**src/rtl/detect_arbiter.sv**
```systemverilog
// Four-requester round-robin arbiter feeding one overlapping "1101" Mealy detector per session.
// Optional per-session match counter is built only when DETECT_ARBITER_MATCH_CNT_EN is defined.
module detect_arbiter #(
    parameter int unsigned MAX_LEN = 64
) (
    input  logic       clk,
    input  logic       clr,
    input  logic [3:0] req,
    input  logic [3:0] w,
    input  logic [3:0] last,
    output logic [3:0] grant,
    output logic       busy,
    output logic       match,
    output logic [1:0] match_id,
    output logic       abort,
    output logic [7:0] match_cnt
);

    typedef enum logic [1:0] {
        IDLE = 2'd0,
        RUN  = 2'd1,
        GAP  = 2'd2
    } state_t;

    typedef enum logic [1:0] {
        S0   = 2'd0,
        S1   = 2'd1,
        S11  = 2'd2,
        S110 = 2'd3
    } det_t;

    localparam logic [7:0] LAST_IDX = 8'(MAX_LEN - 1);

    state_t     state_q, state_d;
    det_t       det_q, det_d;
    logic [3:0] grant_q, grant_d;
    logic [1:0] ptr_q, ptr_d;
    logic [7:0] bitcnt_q, bitcnt_d;
    logic       match_q, match_d;
    logic [1:0] match_id_q, match_id_d;
    logic       abort_q, abort_d;
    logic [1:0] win_s;

    // Round-robin search starting just above the last winner.
    function automatic logic [1:0] rr_pick(input logic [3:0] req_v, input logic [1:0] ptr_v);
        logic [1:0] idx;
        logic [1:0] pick;
        logic       found;
        pick  = ptr_v;
        found = 1'b0;
        for (int k = 1; k <= 4; k++) begin
            idx = ptr_v + 2'(k);
            if (!found && req_v[idx]) begin
                pick  = idx;
                found = 1'b1;
            end else begin
                pick  = pick;
            end
        end
        return pick;
    endfunction

    function automatic det_t det_step(input det_t s, input logic b);
        det_t n;
        case (s)
            S0:      n = b ? S1  : S0;
            S1:      n = b ? S11 : S0;
            S11:     n = b ? S11 : S110;
            S110:    n = b ? S1  : S0;
            default: n = S0;
        endcase
        return n;
    endfunction

    function automatic logic det_hit(input det_t s, input logic b);
        return (s == S110) && b;
    endfunction

    assign win_s = rr_pick(req, ptr_q);

    // Controller next-state and registered-output next values.
    always_comb begin
        state_d    = state_q;
        det_d      = det_q;
        grant_d    = grant_q;
        ptr_d      = ptr_q;
        bitcnt_d   = bitcnt_q;
        match_d    = 1'b0;
        match_id_d = match_id_q;
        abort_d    = 1'b0;
        case (state_q)
            IDLE: begin
                if (req != 4'b0000) begin
                    grant_d  = 4'b0001 << win_s;
                    ptr_d    = win_s;
                    det_d    = S0;
                    bitcnt_d = 8'd0;
                    state_d  = RUN;
                end else begin
                    grant_d  = 4'b0000;
                    state_d  = IDLE;
                end
            end
            RUN: begin
                if (req[ptr_q]) begin
                    det_d    = det_step(det_q, w[ptr_q]);
                    bitcnt_d = bitcnt_q + 8'd1;
                    if (det_hit(det_q, w[ptr_q])) begin
                        match_d    = 1'b1;
                        match_id_d = ptr_q;
                    end else begin
                        match_d    = 1'b0;
                    end
                    if (last[ptr_q] || (bitcnt_q == LAST_IDX)) begin
                        grant_d = 4'b0000;
                        state_d = GAP;
                    end else begin
                        state_d = RUN;
                    end
                end else begin
                    // Requester withdrew: its w bit this cycle is not sampled.
                    abort_d = 1'b1;
                    grant_d = 4'b0000;
                    state_d = GAP;
                end
            end
            GAP: begin
                grant_d = 4'b0000;
                state_d = IDLE;
            end
            default: begin
                grant_d = 4'b0000;
                state_d = IDLE;
            end
        endcase
    end

    // Controller and detector state registers with synchronous active-low clear.
    always_ff @(posedge clk) begin
        if (!clr) begin
            state_q    <= IDLE;
            det_q      <= S0;
            grant_q    <= 4'b0000;
            ptr_q      <= 2'd3;
            bitcnt_q   <= 8'd0;
            match_q    <= 1'b0;
            match_id_q <= 2'd0;
            abort_q    <= 1'b0;
        end else begin
            state_q    <= state_d;
            det_q      <= det_d;
            grant_q    <= grant_d;
            ptr_q      <= ptr_d;
            bitcnt_q   <= bitcnt_d;
            match_q    <= match_d;
            match_id_q <= match_id_d;
            abort_q    <= abort_d;
        end
    end

    assign grant    = grant_q;
    assign busy     = (state_q == RUN);
    assign match    = match_q;
    assign match_id = match_id_q;
    assign abort    = abort_q;

`ifdef DETECT_ARBITER_MATCH_CNT_EN
    logic [7:0] mcnt_q, mcnt_d;

    // Saturating match counter, cleared whenever a new grant is issued.
    always_comb begin
        mcnt_d = mcnt_q;
        if ((state_q == IDLE) && (req != 4'b0000)) begin
            mcnt_d = 8'd0;
        end else if (match_d && (mcnt_q != 8'hFF)) begin
            mcnt_d = mcnt_q + 8'd1;
        end else begin
            mcnt_d = mcnt_q;
        end
    end

    // Match counter register.
    always_ff @(posedge clk) begin
        if (!clr) begin
            mcnt_q <= 8'd0;
        end else begin
            mcnt_q <= mcnt_d;
        end
    end

    assign match_cnt = mcnt_q;
`else
    assign match_cnt = 8'h00;
`endif

endmodule

```
**config.mk**
```make
export PLATFORM = sky130hd
export DESIGN_NAME = detect_arbiter
export DESIGN_NICKNAME = d
export VERILOG_FILES = /design/src/rtl/detect_arbiter.sv
export SDC_FILE = /design/constraint.sdc
export NUM_CORES = 1
export LEC_CHECK = 0
export ABC_AREA = 1
export CAP_MARGIN = 20
export CORE_MARGIN = 5
export CORE_UTILIZATION = 52
export DETAILED_ROUTE_END_ITERATION = 10
export GPL_TIMING_DRIVEN = 0
export PLACE_DENSITY_LB_ADDON = 0.1
export SLEW_MARGIN = 20
export SYNTH_ARGS = -nofsm -noshare
export SYNTH_HDL_FRONTEND = slang
export SYNTH_SLANG_ARGS = --single-unit
```
**constraint.sdc**
```tcl
create_clock -name clk -period 2 [get_ports clk]
set_clock_uncertainty 0.2 [all_clocks]
set_input_delay 0.2 -clock clk [delete_from_list [all_inputs] [get_ports clk]]
set_output_delay 0.2 -clock clk [all_outputs]
set_load 0.02 [all_outputs]
```
==> report_table.html, run 1 <==
<table>
<tr><th>Metric</th><th>Value</th></tr>
<tr><th colspan="2">Floorplanning</th></tr>
<tr><td>Overall die area</td><td>~4300 um2</td></tr>
<tr><td>Starting Density</td><td>0.531</td></tr>
<tr><td>Row count</td><td>20</td></tr>
<tr><td>Core area</td><td>between 3000 and 4000 um2</td></tr>
<tr><td>Boundary Pins</td><td>31</td></tr>
<tr><td>Die width</td><td>roughly 65 um</td></tr>
<tr><td>Height of the chip</td><td>around 65 um</td></tr>
<tr><th colspan="2">Logic synthesis</th></tr>
<tr><td>Prevailing post-synth register cell</td><td>dfxtp_1</td></tr>
<tr><td>Post-Syn Instances</td><td>220</td></tr>
<tr><td>Post-synthesis sequential area ratio</td><td>0.276</td></tr>
<tr><td>Synth async-reset ratio</td><td>0</td></tr>
<tr><td>Cell variety after synth</td><td>34</td></tr>
<tr><td>Synth top cells by count</td><td>nand2_1, dfxtp_1, nand3_1, inv_1</td></tr>
<tr><td>Leading post-synthesis cells by cell area</td><td>dfxtp_1, nand2_1, nand2_4</td></tr>
<tr><td>Post-synth top area cell</td><td>dfxtp_1</td></tr>
<tr><td>Top-count cell post-synth</td><td>nand2_1</td></tr>
<tr><td>Share of the synthesized area in the top cell type</td><td>0.276</td></tr>
<tr><td>Register bit total from synthesis</td><td>22</td></tr>
<tr><td>Synthesis Warnings</td><td>0</td></tr>
<tr><td>Post-synth EDFFs</td><td>0</td></tr>
<tr><td>Avg Inst Size Synth</td><td>just over 7 um2</td></tr>
<tr><td>Area of the mapped netlist</td><td>roughly 1600 um2</td></tr>
<tr><th colspan="2">Clock network</th></tr>
<tr><td>Number of sinks on the clock net</td><td>22</td></tr>
<tr><td>H-Tree Level Count</td><td>1</td></tr>
<tr><td>Clock Pin Slew Worst Setup and Hold Paths</td><td>between 100 and 150 ps</td></tr>
<tr><td>TritonCTS clock tree</td><td>yes</td></tr>
<tr><td>Root Buffer</td><td>clkbuf_4</td></tr>
<tr><td>Total clock buffers created by CTS</td><td>3</td></tr>
<tr><td>Latest clock arrival within the worst-skew pair</td><td>310 ps</td></tr>
<tr><td>Maximum buffer depth of the clock tree</td><td>2</td></tr>
<tr><td>Post-CTS setup repair buffer count</td><td>0</td></tr>
<tr><th colspan="2">Route</th></tr>
<tr><td>First-iteration detailed-routing DRC count</td><td>between 80 and 90</td></tr>
<tr><td>Number of vias per cell after detailed routing</td><td>4.94</td></tr>
<tr><td>Final routed wirelength across all metal layers</td><td>3.15 mm</td></tr>
<tr><td>Antenna Violating Nets Remaining</td><td>0</td></tr>
<tr><td>Average routed wire per standard cell</td><td>~11 um</td></tr>
<tr><td>Number of optimization iterations in the first detailed-route pass</td><td>4</td></tr>
<tr><td>DRC violation count after routing</td><td>0</td></tr>
<tr><td>Detailed-route via count</td><td>around 1400</td></tr>
<tr><th colspan="2">Timing</th></tr>
<tr><td>Final Hold Viols</td><td>0</td></tr>
<tr><td>Fin. max-slew vios</td><td>0</td></tr>
<tr><td>Period Utilization, post-route</td><td>0.881</td></tr>
<tr><td>Post-Route Setup TNS</td><td>0 ps</td></tr>
<tr><td>Unrepaired setup endpoints after global routing</td><td>no</td></tr>
<tr><td>Max Clock Freq</td><td>about 570 MHz</td></tr>
<tr><td>Clock period minus worst slack</td><td>around 1800 ps</td></tr>
<tr><td>Number of failing setup endpoints in the final timing report</td><td>0</td></tr>
<tr><th colspan="2">GRT</th></tr>
<tr><td>Total routing usage reported by global routing</td><td>0.162</td></tr>
<tr><td>Antenna violations before repair</td><td>0</td></tr>
<tr><td>Wire length of the first global-routing pass</td><td>approximately 5.6 mm</td></tr>
<tr><td>Overflow left after global routing</td><td>0</td></tr>
<tr><td>Maximum number of pins on one net before global-route repair</td><td>14</td></tr>
<tr><td>Number of global-route vias before repair</td><td>1254</td></tr>
<tr><th colspan="2">Critical path</th></tr>
<tr><td>Critical path fanouts, max</td><td>10</td></tr>
<tr><td>Arrival time at the worst endpoint</td><td>1820 ps</td></tr>
<tr><td>Setup crit end kind</td><td>flop</td></tr>
<tr><td>Data required time of the worst path</td><td>~2000 ps</td></tr>
<tr><td>Crit path launch type</td><td>flop</td></tr>
<tr><td>Worst setup path class</td><td>reg2reg</td></tr>
<tr><td>Largest stage delay, worst path</td><td>450 ps</td></tr>
<tr><td>Cells traversed along the worst timing path</td><td>inv_2 &gt; buf_6 &gt; nand2_4 &gt; inv_2 &gt; a22oi_2 &gt; nand3_1 &gt; nor2_4 &gt; nand3_1 &gt; a21oi_2</td></tr>
<tr><td>Slowest cell on crit path</td><td>dfxtp_1</td></tr>
<tr><th colspan="2">Place</th></tr>
<tr><td>Detailed placer's ending HPWL</td><td>between 2 and 3 mm</td></tr>
<tr><td>Number of buffers inserted by port buffering</td><td>22</td></tr>
<tr><td>Post-Place Cell Area</td><td>1880 um2</td></tr>
<tr><td>Final weighted congestion in routability-driven placement</td><td>0.825</td></tr>
<tr><th colspan="2">Final layout</th></tr>
<tr><td>Synth-to-layout area growth</td><td>21.3%</td></tr>
<tr><td>Share of layout cells above drive strength 1</td><td>0.241</td></tr>
<tr><td>Net count of the finished layout</td><td>272</td></tr>
<tr><td>Final instance area</td><td>1930 um2</td></tr>
<tr><td>Number of antenna repair diodes</td><td>0</td></tr>
<tr><th colspan="2">Power and ir drop</th></tr>
<tr><td>Total leakage power</td><td>slightly below 0.9 nW</td></tr>
<tr><td>Total power density per cell area</td><td>about 1200 nW/um2</td></tr>
<tr><td>Worst-case vdd ir drop</td><td>0.000622 V</td></tr>
<tr><th colspan="2">Run status</th></tr>
<tr><td>Outcome</td><td>complete, no violations</td></tr>
<tr><th colspan="2">Job</th></tr>
<tr><td>Max Cap Violations</td><td>0</td></tr>
<tr><th colspan="2">Worst hold path</th></tr>
<tr><td>Worst hold-check path type</td><td>reg2reg</td></tr>
</table>
report_power, final:
part           switching, mW  internal [mW]  total, mW
Sequential            0.0500          0.501      0.551
Combinational          0.890          0.506       1.40
Clock                  0.136          0.203      0.338
layout make-up:
class	count	area, um2
sequential	22	440
clock inverter	1	30.0
inverter	24	96.3
clock buffer	3	22.5
timing repair buffer	22	219
multi-input combinational	168	966
tap	33	41.3
buffer	13	119
fill	303	1070
cell families (layout without fill, tap and decap cells):
| logic type | after synthesis | after routing | share of synthesized area |
|---|---|---|---|
| flops | 22 | 22 | 0.276 |
| simple gates | 124 | 124 | 0.428 |
| compound gates | 28 | 28 | 0.105 |
| other cells | 1 | 8 | 0.00235 |
| buf+inv | 37 | 63 | 0.135 |
| xor+xnor | 4 | 4 | 0.0220 |
| fa+ha+maj | 4 | 4 | 0.0314 |
cell usage in the layout (no fill, tap or decap), types with 2 or more instances in the layout:
cell and n:
buf_6 2, nor2_1 14, nand4_1 3, o211ai_1 2, dfxtp_1 22, nand3_1 20, conb_1 8, a21oi_2 4
nor2_4 3, clkdlybuf4s50_1 21, nand2_1 48, a21oi_1 14, inv_1 16, o21ai_0 5, nand2_2 14, clkbuf_8 2
o21ai_1 2, nor2_2 2, inv_2 5, xnor2_1 3, clkbuf_4 3, nand2_4 12, buf_4 8, ha_1 4
nor3_1 3
stage by stage:
step / power, mW / setup WS [ps] / std cells / utilization / hold slack [ps]
5_1_grt: 2.48 / 65.6 / 286 / 0.644 / 306
4_1_cts: 2.30 / 229 / 286 / 0.644 / 275
6_report: 2.29 / 237 / 286 / 0.644 / 275
3_3_place_gp: 1.95 / 50.5 / 282 / 0.627 / 251
3_5_place_dp: 1.97 / 50.2 / 282 / 0.627 / 259
2_1_floorplan: 1.70 / 221 / 227 / - / 126
sequential cells by signal, indices dropped and copies added, names as in the netlist:
name	flops
abort	1
bitcnt_q	8
det_q	2
grant	4
match	1
match_id	2
ptr_q	2
state_q	2
routing by layer:
metal  global-route usage  wire, um  vias up
met3               0.0376       148        2
li1                     -         -      752
met5                    0         0        -
met4               0.0155        10        0
met2                0.267      1390       29
met1                0.224      1600      631
final timing paths:
| check | startpoint | endpoint | slack, ps | cells after the start |
|---|---|---|---|---|
| min reg2reg | match_id[0]$_SDFFE_PN0P_ | match_id[0]$_SDFFE_PN0P_ | 270 | 2 |
| max | ptr_q[0]$_SDFFE_PN1N_ | grant[0]$_SDFFE_PN0P_ | 240 | 9 |
| max reg2reg | ptr_q[0]$_SDFFE_PN1N_ | grant[0]$_SDFFE_PN0P_ | 240 | 9 |
| min | match_id[0]$_SDFFE_PN0P_ | match_id[0]$_SDFFE_PN0P_ | 270 | 2 |
timing repair:
| item | CTS | global route |
|---|---|---|
| hold buffers | 0 | 0 |
| resized for setup | 1 | 0 |
| setup endpoints to repair | 1 | 0 |
worst max-delay path: cells and delay by family (launching register included):
kind,cells,cell delay [ps]
AND/OR/NAND/NOR,4,530
flip-flops,1,450
AO/OA/AOI/OAI,2,270
buffers and inverters,3,250
No activity file was read; power rests on OpenSTA's default activity.
==> inputs of run 2 (changes only) <==
--- a/config.mk
+++ b/config.mk
@@ -8,7 +8,7 @@
 export ABC_AREA = 1
 export CAP_MARGIN = 20
 export CORE_MARGIN = 5
-export CORE_UTILIZATION = 52
+export CORE_UTILIZATION = 30
 export DETAILED_ROUTE_END_ITERATION = 10
 export GPL_TIMING_DRIVEN = 0
 export PLACE_DENSITY_LB_ADDON = 0.1
==> run 2 against run 1 <==
Against the previous run:
- combinational power barely moved
- cell count rose by 13%
- worst hold slack got worse by 2.4 ps
- clock power fell by 6.2%
- critical path type is now reg2out
- largest power group unchanged
- highest routed layer unchanged
==> report_table.html, run 2 (same netlist as run 1, synthesis figures left out) <==
<table>
<tr><th>Metric</th><th>Value</th></tr>
<tr><th colspan="2">Run status</th></tr>
<tr><td>Outcome</td><td>complete, no violations</td></tr>
<tr><th colspan="2">Critical path</th></tr>
<tr><td>Crit path launch type</td><td>flop</td></tr>
<tr><td>Worst Path Buf+Inv</td><td>2 (-1)</td></tr>
<tr><td>Cells traversed along the worst timing path</td><td>inv_1 &gt; nor2_2 &gt; clkdlybuf4s50_1</td></tr>
<tr><td>Worst r2r src</td><td>bitcnt_q[0]$_SDFFE_PN0P_</td></tr>
<tr><td>Arrival time at the worst endpoint</td><td>1460 ps (-360 ps)</td></tr>
<tr><td>Data required time of the worst path</td><td>1600 ps (-450 ps)</td></tr>
<tr><td>Critical path fanouts, max</td><td>4 (-6)</td></tr>
<tr><td>Reg2reg setup slack</td><td>220 ps (-20 ps)</td></tr>
<tr><td>Slowest cell on crit path</td><td>clkdlybuf4s50_1</td></tr>
<tr><td>Terminus of the critical flop-to-flop path</td><td>grant[2]$_SDFFE_PN0P_</td></tr>
<tr><td>Setup crit end kind</td><td>output port</td></tr>
<tr><td>Largest stage delay, worst path</td><td>650 ps (+200 ps)</td></tr>
<tr><td>Reg2reg path depth</td><td>8 (-1)</td></tr>
<tr><td>Top cell family by delay on the critical path</td><td>buffers and inverters</td></tr>
<tr><td>Worst setup path class</td><td>reg2out</td></tr>
<tr><th colspan="2">Clock network</th></tr>
<tr><td>Latest clock arrival within the worst-skew pair</td><td>260 ps (-50 ps)</td></tr>
<tr><td>Clock Pin Slew Worst Setup and Hold Paths</td><td>80 ps (-40 ps)</td></tr>
<tr><td>Maximum buffer depth of the clock tree</td><td>2 (unchanged)</td></tr>
<tr><td>Root Buffer</td><td>clkbuf_8</td></tr>
<tr><td>Total clock buffers created by CTS</td><td>3 (unchanged)</td></tr>
<tr><td>Number of sinks on the clock net</td><td>22 (unchanged)</td></tr>
<tr><td>TritonCTS clock tree</td><td>yes</td></tr>
<tr><td>Post-CTS setup repair buffer count</td><td>0 (unchanged)</td></tr>
<tr><td>H-Tree Level Count</td><td>1 (unchanged)</td></tr>
<tr><th colspan="2">Power and ir drop</th></tr>
<tr><td>Total leakage power</td><td>0.865 nW (-0.25%)</td></tr>
<tr><td>Worst-case vdd ir drop</td><td>0.000473 V (-24%)</td></tr>
<tr><td>Power after layout</td><td>2.27 mW (-0.61%)</td></tr>
<tr><td>Total power density per cell area</td><td>1140 nW/um2 (-3.2%)</td></tr>
<tr><th colspan="2">Route</th></tr>
<tr><td>Number of vias per cell after detailed routing</td><td>4.21 (-15%)</td></tr>
<tr><td>Antenna Violating Nets Remaining</td><td>0 (unchanged)</td></tr>
<tr><td>First-iteration detailed-routing DRC count</td><td>57 (-30%)</td></tr>
<tr><td>Average routed wire per standard cell</td><td>10.6 um (-4.0%)</td></tr>
<tr><td>Final routed wirelength across all metal layers</td><td>3.41 mm (+8.4%)</td></tr>
<tr><td>Number of optimization iterations in the first detailed-route pass</td><td>4 (unchanged)</td></tr>
<tr><td>Detailed-route via count</td><td>1359 (-3.9%)</td></tr>
<tr><td>DRC violation count after routing</td><td>0 (unchanged)</td></tr>
<tr><th colspan="2">Floorplanning</th></tr>
<tr><td>Die width</td><td>82.9 um (+27%)</td></tr>
<tr><td>Overall die area</td><td>6880 um2 (+61%)</td></tr>
<tr><td>Boundary Pins</td><td>31 (unchanged)</td></tr>
<tr><td>Starting Density</td><td>0.310 (-0.221)</td></tr>
<tr><td>Height of the chip</td><td>82.9 um (+27%)</td></tr>
<tr><td>Row count</td><td>26 (+30%)</td></tr>
<tr><td>Core area</td><td>5140 um2 (+71%)</td></tr>
<tr><th colspan="2">Timing</th></tr>
<tr><td>Unrepaired setup endpoints after global routing</td><td>no</td></tr>
<tr><td>Post-Route Setup TNS</td><td>0 ps (unchanged)</td></tr>
<tr><td>Fin. max-slew vios</td><td>0 (unchanged)</td></tr>
<tr><td>Final setup slack of the worst path</td><td>140 ps (-97.3 ps)</td></tr>
<tr><td>Period Utilization, post-route</td><td>0.930 (+0.0487)</td></tr>
<tr><td>Final Hold Viols</td><td>0 (unchanged)</td></tr>
<tr><td>Clock period minus worst slack</td><td>1860 ps (+97.3 ps)</td></tr>
<tr><td>Worst slack on hold paths</td><td>273 ps (-2.40 ps)</td></tr>
<tr><td>Max Clock Freq</td><td>538 MHz (-5.2%)</td></tr>
<tr><td>Number of failing setup endpoints in the final timing report</td><td>0 (unchanged)</td></tr>
<tr><th colspan="2">Final layout</th></tr>
<tr><td>Count of non-filler cells in the finished layout</td><td>323 (+13%)</td></tr>
<tr><td>Top reg by flops</td><td>bitcnt_q</td></tr>
<tr><td>Number of antenna repair diodes</td><td>0 (unchanged)</td></tr>
<tr><td>Largest register FFs</td><td>8 (unchanged)</td></tr>
<tr><td>Synth-to-layout area growth</td><td>24.5%</td></tr>
<tr><td>Final instance area</td><td>1990 um2 (+2.7%)</td></tr>
<tr><td>Layout fillers</td><td>583 (+92%)</td></tr>
<tr><td>Highest-count cells in the layout ignoring fill and taps</td><td>nand2_1, dfxtp_1, clkdlybuf4s50_1, nand3_1, inv_1</td></tr>
<tr><td>Net count of the finished layout</td><td>272 (unchanged)</td></tr>
<tr><td>Final Util</td><td>0.387 (-0.258)</td></tr>
<tr><td>Most frequent standard cell in the layout excluding fill and tap cells</td><td>nand2_1</td></tr>
<tr><td>Share of layout cells above drive strength 1</td><td>0.245 (+0.00395)</td></tr>
<tr><th colspan="2">GRT</th></tr>
<tr><td>Wire length of the first global-routing pass</td><td>6.14 mm (+10%)</td></tr>
<tr><td>Number of global-route vias before repair</td><td>1311 (+4.5%)</td></tr>
<tr><td>Maximum number of pins on one net before global-route repair</td><td>13 (-1)</td></tr>
<tr><td>Overflow left after global routing</td><td>0 (unchanged)</td></tr>
<tr><td>Antenna violations before repair</td><td>0 (unchanged)</td></tr>
<tr><td>Total routing usage reported by global routing</td><td>0.105 (-0.0573)</td></tr>
<tr><th colspan="2">Place</th></tr>
<tr><td>Worst slack after detailed placement</td><td>42.8 ps (-7.37 ps)</td></tr>
<tr><td># placed instances</td><td>319 (+13%)</td></tr>
<tr><td>Final weighted congestion in routability-driven placement</td><td>0.745 (-9.6%)</td></tr>
<tr><td>Post-Place Cell Area</td><td>1930 um2 (+2.5%)</td></tr>
<tr><td>Detailed placer's ending HPWL</td><td>2.75 mm (+9.1%)</td></tr>
<tr><td>Number of buffers inserted by port buffering</td><td>22 (unchanged)</td></tr>
<tr><th colspan="2">Worst hold path</th></tr>
<tr><td>Worst Hold Path Cells</td><td>2 (unchanged)</td></tr>
<tr><td>Worst hold-check path type</td><td>reg2reg</td></tr>
<tr><td>Hold endpoint</td><td>match_id[0]$_SDFFE_PN0P_</td></tr>
<tr><td>Min-delay src</td><td>match_id[0]$_SDFFE_PN0P_</td></tr>
<tr><th colspan="2">Job</th></tr>
<tr><td>Max Cap Violations</td><td>0 (unchanged)</td></tr>
</table>
[run 2: how the worst max path moves through the flow]
| stage | start | end | cells past startpoint |
|---|---|---|---|
| CTS | state_q[0]$_SDFF_PN0_ | busy | 3 |
| floorplan | state_q[0]$_SDFF_PN0_ | bitcnt_q[2]$_SDFFE_PN0P_ | 9 |
| global placement | clr | bitcnt_q[1]$_SDFFE_PN0P_ | 4 |
| global route | state_q[0]$_SDFF_PN0_ | busy | 3 |
| finish | state_q[0]$_SDFF_PN0_ | busy | 3 |
| detailed placement | req[3] | bitcnt_q[2]$_SDFFE_PN0P_ | 10 |
[run 2: routing by layer]
metal,global-route usage,up-vias,routed length [um]
met5,0,-,0
met4,0.0134,0,17
met3,0.0366,2,216
met2,0.159,26,1410
met1,0.147,576,1770
li1,-,755,-
[run 2: area by class of cell]
| cell class | instances | area [um2] | area share |
|---|---|---|---|
| Sequential cell | 22 | 440 | 0.222 |
| Clock buffer | 4 | 55.1 | 0.0277 |
| Timing Repair Buffer | 22 | 220 | 0.111 |
| Buffer | 13 | 119 | 0.0598 |
| Tap cell | 70 | 87.6 | 0.0441 |
| Inverter | 24 | 96.3 | 0.0485 |
| Multi-Input combinational cell | 168 | 968 | 0.487 |
[run 2: report_power, final]
group	switching (mW)	total, mW	internal, mW
sequential	0.0486	0.550	0.501
combinational	0.893	1.40	0.512
clock	0.142	0.317	0.175
total	1.08	2.27	1.19
[run 2: what timing repair did]
| item | 4_1_cts | 5_1_grt |
|---|---|---|
| endpoints found under the setup margin | 0 | 1 |
| hold buffers | 0 | 0 |
| resized for setup | 0 | 1 |
[run 2: worst reg2reg max path, cell delays in order (launching register included)]
cell and delay [ps]:
dfxtp_1 390, ha_1 210, inv_1 50, nor2_1 130, nand3_1 90, nor3_1 310, nor2_4 110, nand3_1 100
a21oi_2 60
